===== config.mk =====
export PLATFORM = sky130hd
export DESIGN_NAME = interrupt_sequencer
export DESIGN_NICKNAME = d
export VERILOG_FILES = /design/src/rtl/interrupt_sequencer.sv
export SDC_FILE = /design/constraint.sdc
export NUM_CORES = 1
export LEC_CHECK = 0
export BUFFER_PORTS_ARGS = -buffer_cell sky130_fd_sc_hd__buf_2
export CAP_MARGIN = 30
export CORE_UTILIZATION = 25
export CTS_BUF_LIST = sky130_fd_sc_hd__clkbuf_8
export DETAILED_ROUTE_END_ITERATION = 12
export SYNTH_ARGS = -nofsm -noshare
export SYNTH_HDL_FRONTEND = slang
export SYNTH_SLANG_ARGS = --single-unit

===== constraint.sdc =====
create_clock -name clk -period 1.7 [get_ports clk]
set_input_delay 0.255 -clock clk [delete_from_list [all_inputs] [get_ports clk]]
set_output_delay 0.255 -clock clk [all_outputs]
set_load 0.01 [all_outputs]

===== src/rtl/interrupt_sequencer.sv =====
// Interrupt sequencer for the pipelined CPU fetch unit.
// Latches level requests, applies a mask, stalls fetch until the pipeline
// drains, then issues a single handler-entry pulse and later the return pulse
// (int_code 0) when decode retires RTI. Handlers never nest because the fetch
// unit holds only one return PC.
module interrupt_sequencer #(
   parameter int NUM_IRQ      = 15,
   parameter int CODE_W       = 4,
   parameter int GUARD_CYCLES = 2
) (
   input  logic               clk,
   input  logic               n_rst,
   input  logic [NUM_IRQ-1:0] irq,
   input  logic               mask_we,
   input  logic [NUM_IRQ-1:0] mask_wdata,
   input  logic               pipe_empty,
   input  logic               rti_valid,
   input  logic               halted,
   output logic               fetch_stall,
   output logic               interrupt,
   output logic [CODE_W-1:0]  int_code,
   output logic               flush,
   output logic               in_service,
   output logic [NUM_IRQ-1:0] pending,
   output logic [NUM_IRQ-1:0] mask
);

   // A zero guard length still needs a one-bit counter to stay legal.
   localparam int GUARD_W = (GUARD_CYCLES > 0) ? $clog2(GUARD_CYCLES + 1) : 1;

   typedef enum logic [2:0] {
      ST_IDLE,
      ST_DRAIN,
      ST_DISPATCH,
      ST_SERVICE,
      ST_RETURN
   } state_t;

   state_t               state;
   state_t               next_state;
   logic [NUM_IRQ-1:0]   enabled;
   logic                 any_enabled;
   logic [CODE_W-1:0]    winner;
   logic [NUM_IRQ-1:0]   winner_onehot;
   logic [NUM_IRQ-1:0]   clr;
   logic [GUARD_W-1:0]   guard;

   assign enabled     = pending & mask;
   assign any_enabled = |enabled;

   // Lowest enabled code wins; scanning downward lets the lowest index overwrite.
   always_comb begin
      winner        = '0;
      winner_onehot = '0;
      for (int i = NUM_IRQ - 1; i >= 0; i--) begin
         if (enabled[i]) begin
            winner           = CODE_W'(i + 1);
            winner_onehot    = '0;
            winner_onehot[i] = 1'b1;
         end
      end
   end

   // State register; reset abandons any sequence in flight without a pulse.
   always_ff @(posedge clk) begin
      if (!n_rst) begin
         state <= ST_IDLE;
      end else begin
         state <= next_state;
      end
   end

   // Next-state and output decode; outputs depend only on state and latched vectors.
   always_comb begin
      next_state  = state;
      fetch_stall = 1'b0;
      interrupt   = 1'b0;
      int_code    = '0;
      flush       = 1'b0;
      in_service  = 1'b0;
      clr         = '0;
      case (state)
         ST_IDLE: begin
            if (any_enabled && !halted && (guard == '0)) begin
               next_state = ST_DRAIN;
            end
         end
         ST_DRAIN: begin
            fetch_stall = 1'b1;
            if (halted || !any_enabled) begin
               next_state = ST_IDLE;
            end else if (pipe_empty) begin
               next_state = ST_DISPATCH;
            end
         end
         ST_DISPATCH: begin
            interrupt  = 1'b1;
            int_code   = winner;
            flush      = 1'b1;
            clr        = winner_onehot;
            next_state = ST_SERVICE;
         end
         ST_SERVICE: begin
            in_service = 1'b1;
            if (rti_valid) begin
               next_state = ST_RETURN;
            end
         end
         ST_RETURN: begin
            interrupt  = 1'b1;
            flush      = 1'b1;
            in_service = 1'b1;
            next_state = ST_IDLE;
         end
         default: begin
            next_state = ST_IDLE;
         end
      endcase
   end

   // Request latch: sticky until dispatched; the dispatch clear beats a same-cycle request.
   always_ff @(posedge clk) begin
      if (!n_rst) begin
         pending <= '0;
      end else begin
         pending <= (pending | irq) & ~clr;
      end
   end

   // Mask register, writable in any state.
   always_ff @(posedge clk) begin
      if (!n_rst) begin
         mask <= '0;
      end else if (mask_we) begin
         mask <= mask_wdata;
      end
   end

   // Post-return guard so the handler's caller always makes forward progress.
   always_ff @(posedge clk) begin
      if (!n_rst) begin
         guard <= '0;
      end else if (state == ST_RETURN) begin
         guard <= GUARD_W'(GUARD_CYCLES);
      end else if (guard != '0) begin
         guard <= guard - GUARD_W'(1);
      end
   end

endmodule


======== After elaboration in Yosys (flattened, before gate mapping) ========
Index checks and enable logic that the tools add are counted.
operators by class
  equal/unequal tests ..................... 7
  bitwise operators ....................... 5
  reduce and logical (&&, ||, !) cells .... 14
  add/sub/neg operators ................... 1
  mux-type cells .......................... 42
operator list
  cell                                                  number
  two-way mux 15 bit                                    16
  two-way mux 4 bit                                     16
  bitwise AND 15 bit                                    2
  inverter 15 bit                                       1
  OR 15 bit                                             1
  OR reduction 15 bit                                   1
  two-way mux 3 bit                                     4
  case mux 3 bit (4 select lines)                       1
  equality test 3 x 2 -> 1 bit (second input constant)  2
  OR reduction 2 bit                                    3
  two-way mux 2 bit                                     2
  inequality test 2 bit (second input constant)         2
  nonzero test 2 bit                                    2
  equality test 3 x 1 -> 1 bit (second input constant)  1
  equality test 3 bit (second input constant)           1
  zero test 3 bit                                       1
  two-way mux 1 bit                                     3
  inequality test 3 bit (second input constant)         1
  AND reduction 3 bit                                   1
  logical AND 1 bit                                     2
  zero test 1 bit                                       2
  zero test 2 bit                                       1
  subtractor 2 x 1 -> 2 bit (second input constant)     1
  logical OR 1 bit                                      1
  inverter 1 bit                                        1
word-level totals
  register bits ........................... 35

======== Logic depth before layout (Yosys ltp) ========
Gate-level depths: netlist of the first run.
  depth after elaboration ................. 19
  mapped depth ............................ 5
  depth with buffers taken out ............ 4

======== Worst setup path before layout of the first run ========
No wires, ideal clock.
  path kind ............................... register to output
  from .................................... register state[1]
  to ...................................... output int_code[3]
  path slack .............................. 0.196 ns
  cell stages (with the launch flop) ...... 6
  required time ........................... 1.445 ns
  path buffers ............................ 1
  data arrival time ....................... 1.249 ns
  cells stage by stage .................... dfxtp_1 -> buf_4 -> nor3b_4 -> nand3_2 -> nor2_2 -> and2_1
between the ends
  cells in the longest elaborated chain, start to end .. 2
RTL lines
  what                          line  RTL
  start: declaration            39    state_t state;
  start signal: assignment      69    state <= next_state;
  equality test 3 x 2 -> 1 bit  82    case (state)
  two-way mux 4 bit             82
  end: declaration              21    output logic [CODE_W-1:0] int_code,
Every way passes these cells.

======== Worst setup path after layout of the first run ========
  from .................................... register pending[5]
  to ...................................... output int_code[0]
between the ends
  cells in the longest elaborated chain, start to end .. 8
RTL lines
  what                            line  RTL
  start: declaration              24    output logic [NUM_IRQ-1:0] pending,
  start signal: assignment        126   pending <= (pending | irq) & ~clr;
  bitwise AND 15 bit              48    assign enabled = pending & mask;
  two-way mux 4 bit (6 in a row)  56    if (enabled[i]) begin
  two-way mux 4 bit               82
Every way passes these cells.

==> qor.csv, run 1 <==
stage,metric,value,unit
cells_and_area,area_delta_synth_final,46.6,%
pwr,powerDensity,811,nW/um^2
pwr,p_int,1.43,mW
die,core.rowCount,29,
routing,first_iter_violations,48,
logic_synthesis,ys_seq_area_share,42.4,%
sta,layout_setup_ws,-0.0956,ns
global_route,grt_usage,13.6,%
sta,setup_viol,3,
logic_synthesis,yosysTopAreaCellShare,42.4,%
critical_path,crit_fanout,4,
logic_synthesis,ys.flop_type,dfxtp_1,
cts,cts_buffers,5,
routing,num_vias,1690,
logic_synthesis,yosys_warnings,0,
routing,met1Wirelength,2.23,mm
critical_path,cp_data_required_time,1.44,ns
logic_synthesis,syn_area,1650,sq um
routing,wl,4.67,mm
sta,rsz0062_at_grt,yes,
sta,whs,0.227,ns
run_status,status,"complete, but fails checks",
critical_path,cp-end-kind,output pin,
placed_design,portBuffers,73,
die,die_area,6940,sq um
sta,max-slew-margin-rel,68.9,%
critical_path,cp-start-kind,flip-flop,
logic_synthesis,syn_inst,178,
cells_and_area,fin_nets,310,
pwr,ir_worst_vdd,0.382,mV
pwr,power_frac_comb,19.4,%
routing,wl_met2,2.15,mm
global_route,antenna_found_initial,0,
die,ioPinCount,74,
logic_synthesis,ys_seq_elements,35,
routing,ant_nets,0,
pwr,switching_power,528,uW
cts,clock_sinks,35,
critical_path,critPathKind,flip-flop to output pin,
routing,drtPass1Iterations,4,
global_route,grt_pass1_wl,7.46,mm
logic_synthesis,synthArstFlopShare,0,%
routing,route.detailed.drc,0,
routing,met3_length,235,microns
sta,fmax,557,MHz
sta,post-route-period-util,106,%
pwr,power.clock.fraction,33.2,%
sta,setup_tns,-0.227,ns
logic_synthesis,synth_common_cells,"35 x dfxtp_1, 18 x nand2_1, 18 x nor2b_1",
run_status,violations,negative setup slack,
die,initial_core_util,26.0,%
cts,path_clk_slew,0.07,ns
die,die_h,83.3,microns
die,core_area,6350,sq um
pwr,p_leak,1.12,nW
pwr,power,1.96,mW
logic_synthesis,yosysUniqueCellTypes,39,
global_route,grt_max_degree,21,
placed_design,dp_hpwl,3.54,mm
critical_path,critPathArrivalTime,1.54,ns
flow_run,maxCapViolations,0,
cts,root_buffer,clkbuf_8,
cells_and_area,n_fill_cell,652,
global_route,overflow,0,
routing,routed_via_density,4.80,
routing,routed.top_layer,met4,
logic_synthesis,avgSynthCellArea,9.28,sq um
die,die_w,83.3,microns
global_route,grt_pass1_vias,1596,
sta,timing.final.hold_violations,0,
logic_synthesis,synth-edff-count,0,
logic_synthesis,yosysMostFrequentCell,dfxtp_1,
cells_and_area,drive_above_1_share,48.7,%
cts,htree_levels,2,
sta,drv_slew,0,
placed_design,place_inst,336,
routing,wl_per_cell,13.3,microns
min_path,min_path_type,input pin to flip-flop,
logic_synthesis,synth_nets,214,
logic_synthesis,synth_area_leaders,"dfxtp_1 42%, mux2i_1 9.1%, nor2b_1 6.8%",
sta,finalCriticalPeriod,1.80,ns
cts,clockBufferDepth,2,
placed_design,routabilityCongestion,0.704,
sta,worstMarginPinSlew,0.467,ns
cells_and_area,num_antenna_cells,0,
logic_synthesis,yosysTopAreaCell,dfxtp_1,
cts,cts_tree,built,
cts,insertion_delay,0.28,ns
sta,skew,0.00585,ns
pwr,switching_share,26.9,%
pwr,power.share.sequential,47.5,%
cells_and_area,final_cells,352,
[cell usage in the layout (no fill, tap or decap), types with 5 or more instances in the layout]
master	count
a41oi_1	6
clkbuf_8	7
a22oi_2	7
nand2_1	16
mux2i_1	15
nor2b_1	18
a31oi_1	8
nand3_1	7
o21ai_0	13
buf_4	23
dfxtp_2	5
dfxtp_1	27
buf_2	73
[through the flow]
| stage | setup slack (ns) | area, sq um | utilization, % |
|---|---|---|---|
| floorplan | 0.196 | 1650 | - |
| global placement | 0.124 | 2190 | 34.5 |
| detailed placement | 0.0478 | 2190 | 34.5 |
| CTS | -0.116 | 2360 | 37.1 |
| global route | -0.216 | 2420 | 38.1 |
| finish | -0.0956 | 2420 | 38.1 |
[worst paths after layout]
| path | start | slack, ns | cells after the start | to |
|---|---|---|---|---|
| hold / removal | mask_wdata[12] | 0.23 | 3 | mask[12]$_SDFFE_PN0P_ |
| setup reg to reg | mask[3]$_SDFFE_PN0P_ | 0.22 | 5 | state[0]$_SDFFE_PN0P_ |
| hold reg to reg | guard[1]$_SDFFE_PN0P_ | 0.48 | 2 | guard[1]$_SDFFE_PN0P_ |
| setup / recovery | pending[5]$_SDFF_PN0_ | -0.1 | 5 | int_code[0] |
[cells by family after synthesis]
kind of cell           share of synthesized area (%)
buffers and inverters                           2.73
flip-flops                                      42.4
AO/OA/AOI/OAI                                   22.3
AND/OR/NAND/NOR                                 22.9
multiplexers                                    9.09
XOR/XNOR                                       0.530
[critical path, cell delays in order, from the launching register on]
cell and delay [ns]:
dfxtp_2 0.37, nand2_2 0.06, a32o_1 0.22, a222oi_1 0.30
a31oi_1 0.14, buf_2 0.16
[power groups by stage]
| stage | sequential [mW] | combinational [mW] | clock, mW |
|---|---|---|---|
| detailed placement | 0.943 | 0.348 | 0 |
| CTS | 0.929 | 0.368 | 0.670 |
| finish | 0.931 | 0.380 | 0.651 |
| global route | 0.940 | 0.420 | 0.699 |
| global placement | 0.940 | 0.347 | 0 |
| floorplan | 0.967 | 0.162 | 0 |
[flip-flops by register name, summed over array words and instances, names as in the netlist]
register and count:
pending 15, state 3, guard 2, mask 15
[layout make-up]
| class | count | area (sq um) | area share [%] |
|---|---|---|---|
| tap | 77 | 96.3 | 3.98 |
| timing repair buffer | 97 | 549 | 22.7 |
| inverter | 1 | 3.75 | 0.155 |
| multi-input combinational | 134 | 953 | 39.4 |
| clock buffer | 7 | 96.3 | 3.98 |
| clock inverter | 1 | 3.75 | 0.155 |
| sequential | 35 | 718 | 29.7 |
[routing by layer]
layer | track usage, % | vias to the layer above
met5 | 0 | -
met3 | 3.28 | 5
met4 | 5.17 | 0
met2 | 22.7 | 46
met1 | 16.9 | 775
li1 | - | 864
[what timing repair did]
action                                  in CTS  in global routing
endpoints found under the setup margin       4                  4
buffers inserted                             5                  3
hold buffers                                 0                  0
pin swaps                                    6                  6
resized for setup                           11                 14
endpoints found under the hold margin        0                  0
Power figures use the tool's default switching activity.
==> run 2, diff against run 1 <==
--- a/config.mk
+++ b/config.mk
@@ -10,6 +10,8 @@
 export CORE_UTILIZATION = 25
 export CTS_BUF_LIST = sky130_fd_sc_hd__clkbuf_8
 export DETAILED_ROUTE_END_ITERATION = 12
+export RECOVER_POWER = 100
+export REMOVE_ABC_BUFFERS = 1
 export SYNTH_ARGS = -nofsm -noshare
 export SYNTH_HDL_FRONTEND = slang
 export SYNTH_SLANG_ARGS = --single-unit
==> qor.csv, run 2 (same netlist as run 1, synthesis figures left out) <==
stage,metric,value,unit
run_status,status,"complete, but fails checks",
run_status,violations,negative setup slack,
cells_and_area,seq_area,709,sq um
cells_and_area,fin_nets,315,
sta,worstMarginPinSlew,1.23,ns
routing,drtPass1Iterations,4,
cts,insertion_delay,0.28,ns
die,ioPinCount,74,
routing,wl,4.93,mm
critical_path,cp_data_required_time,1.44,ns
cells_and_area,final_cells,356,
pwr,p_leak,1.08,nW
placed_design,pre_cts_ws,0.130,ns
min_path,min_path_type,input pin to flip-flop,
critical_path,crit_fanout,4,
critical_path,critPathKind,flip-flop to output pin,
cells_and_area,top_regs,"mask: 15 flops, pending: 15 flops, state: 3 flops",
placed_design,portBuffers,73,
cts,cts_buffers,5,
critical_path,crit_end,int_code[0],
placed_design,place_inst,334,
critical_path,crit_chain,"nand2_2, a32o_1, a222oi_1, a31oi_1, buf_2",
cells_and_area,num_antenna_cells,0,
critical_path,max_stage_delay,0.37,ns
sta,skew,0.00510,ns
routing,wl_per_cell,13.8,microns
routing,first_iter_violations,68,
die,die_h,83.3,microns
cts,cts_tree,built,
cts,holdBufCountCts,0,
cts,clock_sinks,35,
sta,finalCriticalPeriod,1.83,ns
global_route,antenna_found_initial,0,
critical_path,crit_path_start,mask[5]$_SDFFE_PN0P_,
global_route,grt_pass1_wl,7.91,mm
die,initial_core_util,26.0,%
cts,root_buffer,clkbuf_8,
cells_and_area,final_common_cell,buf_2,
cts,clockBufferDepth,2,
critical_path,cp-end-kind,output pin,
cells_and_area,drive_above_1_share,43.7,%
critical_path,reg2reg_depth,8,
cells_and_area,layout_common_cells,"57 x buf_2, 32 x dfxtp_1, 27 x buf_4",
global_route,grt_pass1_vias,1675,
global_route,grt_usage,14.2,%
sta,layout_setup_ws,-0.126,ns
die,core_area,6350,sq um
cells_and_area,multi_input_area,976,sq um
sta,setup_viol,3,
critical_path,worst_path_max_delay_cell,dfxtp_4,
cells_and_area,n_fill_cell,653,
placed_design,routabilityCongestion,0.762,
die,die_w,83.3,microns
sta,setup_tns,-0.192,ns
critical_path,critPathArrivalTime,1.57,ns
critical_path,r2r_slack,0.13,ns
die,core.rowCount,29,
routing,routed_via_density,4.95,
sta,drv_slew,0,
sta,timing.final.hold_violations,0,
critical_path,rr_startpoint,pending[8]$_SDFF_PN0_,
cts,path_clk_slew,0.07,ns
sta,fmax,548,MHz
sta,max-slew-margin-rel,18.2,%
critical_path,rr_endpoint,state[0]$_SDFFE_PN0P_,
pwr,ir_worst_vdd,0.421,mV
cts,htree_levels,2,
routing,num_vias,1762,
global_route,grt_max_degree,20,
sta,rsz0062_at_grt,yes,
global_route,overflow,0,
flow_run,maxCapViolations,0,
cells_and_area,area_delta_synth_final,48.4,%
routing,ant_nets,0,
cells_and_area,post-route-util,38.6,%
pwr,powerDensity,787,nW/um^2
critical_path,cp-start-kind,flip-flop,
placed_design,dp_hpwl,3.59,mm
die,die_area,6940,sq um
sta,post-route-period-util,107,%
routing,route.detailed.drc,0,
==> run 2: cell count changes in the layout (fill, tap and decap cells not counted), moves of 2 or more <==
| cell | previous run | this run |
|---|---|---|
| buf_4 | 23 | 27 |
| dfxtp_1 | 27 | 32 |
| buf_6 | 1 | 3 |
| dfxtp_2 | 5 | 1 |
| clkbuf_1 | 0 | 15 |
| buf_2 | 73 | 57 |
==> run 2: repair_timing <==
item | 4_1_cts | 5_1_grt
endpoints found under the setup margin | 4 | 5
hold endpoints to repair | 0 | 0
gates cloned | 0 | 0
buffers inserted | 13 | 2
gates resized for setup | 22 | 13
pin swaps | 15 | 4
==> run 2: metrics by stage <==
step / hold WS [ns] / area, sq um / total power, mW
after global placement: 0.468 / 2180 / 1.28
after global routing: 0.226 / 2450 / 2.05
after floorplan: 0.383 / 1610 / 1.11
after detailed placement: 0.482 / 2180 / 1.29
final: 0.225 / 2450 / 1.93
after CTS: 0.221 / 2420 / 1.94
==> run 2: worst min path at each step <==
stage	to	slack, ns	from	depth (start not counted)
2_1_floorplan	mask[0]$_SDFFE_PN0P_	0.38	n_rst	1
3_3_place_gp	guard[1]$_SDFFE_PN0P_	0.47	guard[1]$_SDFFE_PN0P_	2
3_5_place_dp	guard[1]$_SDFFE_PN0P_	0.48	guard[1]$_SDFFE_PN0P_	2
4_1_cts	mask[10]$_SDFFE_PN0P_	0.22	mask_wdata[10]	3
5_1_grt	mask[8]$_SDFFE_PN0P_	0.23	mask_wdata[8]	3
6_report	mask[6]$_SDFFE_PN0P_	0.22	mask_wdata[6]	3
==> run 2: layer usage <==
metal | part of all wire, % | track usage (%) | vias up
met1 | 46 | 18.4 | 830
met2 | 47 | 22.3 | 55
met3 | 6.0 | 4.57 | 7
met4 | 0.93 | 4.70 | 0
li1 | - | - | 870
met5 | 0 | 0 | -
==> run 2: report_power, final <==
part	switching [mW]	leakage (nW)	total, mW	internal, mW
sequential	0.0639	0.292	0.935	0.871
clock	0.282	0.0470	0.599	0.318
combinational	0.190	0.742	0.394	0.204
==> run 2: layout make-up <==
cell class              instances  area share (%)
inverters                       1           0.153
well taps                      77            3.93
clock inverters                 1           0.204
repair buffers                102            23.6
multi-input cells             134            39.8
clock buffers                   6            3.37
flip-flops and latches         35            28.9
==> run 2: critical path: cells and delay by family (launching register included) <==
| kind | cells | cell delay, ns |
|---|---|---|
| AOI/OAI and AO/OA | 3 | 0.69 |
| DFF | 1 | 0.37 |
| buffers and inverters | 1 | 0.17 |
| and+or+nand+nor | 1 | 0.06 |
==> run 3, diff against run 2 <==
--- a/config.mk
+++ b/config.mk
@@ -7,6 +7,7 @@
 export LEC_CHECK = 0
 export BUFFER_PORTS_ARGS = -buffer_cell sky130_fd_sc_hd__buf_2
 export CAP_MARGIN = 30
+export CORE_MARGIN = 2
 export CORE_UTILIZATION = 25
 export CTS_BUF_LIST = sky130_fd_sc_hd__clkbuf_8
 export DETAILED_ROUTE_END_ITERATION = 12
==> qor.csv, run 3 (same netlist as run 1, synthesis figures left out) <==
stage,metric,value,unit
run_status,status,"complete, but fails checks",
run_status,violations,negative setup slack,
pwr,power,1.89,mW
sta,worstMarginPinSlew,1.19,ns
die,ioPinCount,74,
die,die_h,85.3,microns
sta,skew,0.00531,ns
routing,num_vias,1712,
critical_path,crit_chain,"nand2_2, buf_6, nand4_1, a31o_2, a31oi_1, buf_2",
global_route,grt_pass1_wl,7.57,mm
global_route,grt_usage,13.3,%
placed_design,dp_hpwl,3.57,mm
cts,cts_buffers,5,
sta,setup_tns,-0.113,ns
global_route,grt_max_degree,19,
global_route,antenna_found_initial,0,
cts,clockBufferDepth,2,
sta,setup_viol,2,
sta,fmax,564,MHz
critical_path,cp_data_required_time,1.44,ns
cts,insertion_delay,0.29,ns
cts,root_buffer,clkbuf_8,
sta,finalCriticalPeriod,1.77,ns
cells_and_area,final_common_cell,buf_2,
critical_path,cp-end-kind,output pin,
cts,path_clk_slew,0.07,ns
cells_and_area,fin_nets,312,
critical_path,worst_path_max_delay_cell,dfxtp_4,
routing,route.detailed.drc,0,
pwr,p_leak,1.11,nW
sta,layout_setup_ws,-0.0731,ns
sta,timing.final.hold_violations,0,
cells_and_area,num_antenna_cells,0,
die,die_w,85.3,microns
sta,post-route-period-util,104,%
cells_and_area,n_fill_cell,677,
placed_design,routabilityCongestion,0.732,
sta,drv_slew,0,
placed_design,portBuffers,73,
min_path,min_path_type,input pin to flip-flop,
global_route,grt_pass1_vias,1559,
die,core_area,6390,sq um
flow_run,maxCapViolations,0,
critical_path,critPathKind,flip-flop to output pin,
cts,cts_tree,built,
critical_path,critPathArrivalTime,1.52,ns
cells_and_area,layout_common_cells,"72 x buf_2, 25 x dfxtp_1, 23 x buf_4",
critical_path,crit_fanout,4,
pwr,powerDensity,783,nW/um^2
critical_path,cp_num_buf_inv,2,
placed_design,place_inst,333,
cts,clock_sinks,35,
cells_and_area,area_delta_synth_final,46.5,%
routing,wl,4.82,mm
routing,routed_via_density,4.84,
sta,rsz0062_at_grt,yes,
cells_and_area,drive_above_1_share,49.1,%
routing,drtPass1Iterations,4,
global_route,overflow,0,
placed_design,pre_cts_ws,0.126,ns
cells_and_area,top_regs,"mask: 15 flops, pending: 15 flops, state: 3 flops",
critical_path,path_delay_family,compound AO/OA/AOI/OAI gates,
die,core.rowCount,29,
routing,wl_per_cell,13.6,microns
critical_path,max_stage_delay,0.36,ns
die,initial_core_util,25.9,%
sta,whs,0.223,ns
sta,max-slew-margin-rel,20.3,%
pwr,ir_worst_vdd,0.359,mV
die,die_area,7270,sq um
routing,ant_nets,0,
routing,first_iter_violations,46,
cells_and_area,final_cells,354,
cts,htree_levels,2,
critical_path,cp-start-kind,flip-flop,
run 3: cell count changes in the layout (fill, tap and decap cells not counted), sizes merged:
cell    previous run  this run
clkbuf            21         8
buf               87        96
inv                1         3
run 3: metal layers:
layer / part of all wire [%] / up-vias / GRT usage, % / routed length (microns)
li1: - / 867 / - / -
met1: 46 / 790 / 17.5 / 2240
met2: 47 / 51 / 21.0 / 2280
met3: 5.5 / 4 / 3.50 / 267
met4: 0.77 / 0 / 4.62 / 37
met5: 0 / - / 0 / 0
run 3: what timing repair did:
item,CTS,global route
pin swaps,12,4
endpoints found under the setup margin,4,4
hold buffers,0,0
resized for setup,21,8
setup buffers,10,3
hold endpoints to repair,0,0
run 3: power breakdown:
group          internal, mW  switching (mW)  leakage, nW
sequential            0.874          0.0628        0.294
clock                 0.276           0.298       0.0505
combinational         0.201           0.183        0.766
total                  1.35           0.544         1.11
run 3: metrics by stage:
stage	util, %	area [sq um]
6_report	37.9	2420
5_1_grt	37.9	2420
4_1_cts	37.4	2390
3_5_place_dp	34.0	2170
3_3_place_gp	34.0	2170
2_1_floorplan	-	1610
run 3: tightest hold or removal path, delay by kind of cell:
| family | cells | cell delay, ns |
|---|---|---|
| muxes | 1 | 0.05 |
| buffers and inverters | 1 | 0.07 |
| and+or+nand+nor | 1 | 0.09 |
run 3: cell type report:
class / count / area, sq um / area share [%]
Sequential cell: 35 / 716 / 29.6
Multi-Input combinational cell: 134 / 967 / 40.0
Timing Repair Buffer: 99 / 556 / 23.0
Clock buffer: 5 / 68.8 / 2.84
Tap cell: 77 / 96.3 / 3.98
Inverter: 1 / 3.75 / 0.155
Clock inverter: 3 / 12.5 / 0.517
run 3: final timing paths:
kind,start,endpoint,slack (ns),cells past startpoint
worst min register to register,mask[7]$_SDFFE_PN0P_,pending[7]$_SDFF_PN0_,0.48,1
worst max-delay path,mask[5]$_SDFFE_PN0P_,int_code[0],-0.07,6
worst min-delay path,mask_wdata[6],mask[6]$_SDFFE_PN0P_,0.22,3
worst max register to register,state[1]$_SDFFE_PN0P_,state[0]$_SDFFE_PN0P_,0.15,5
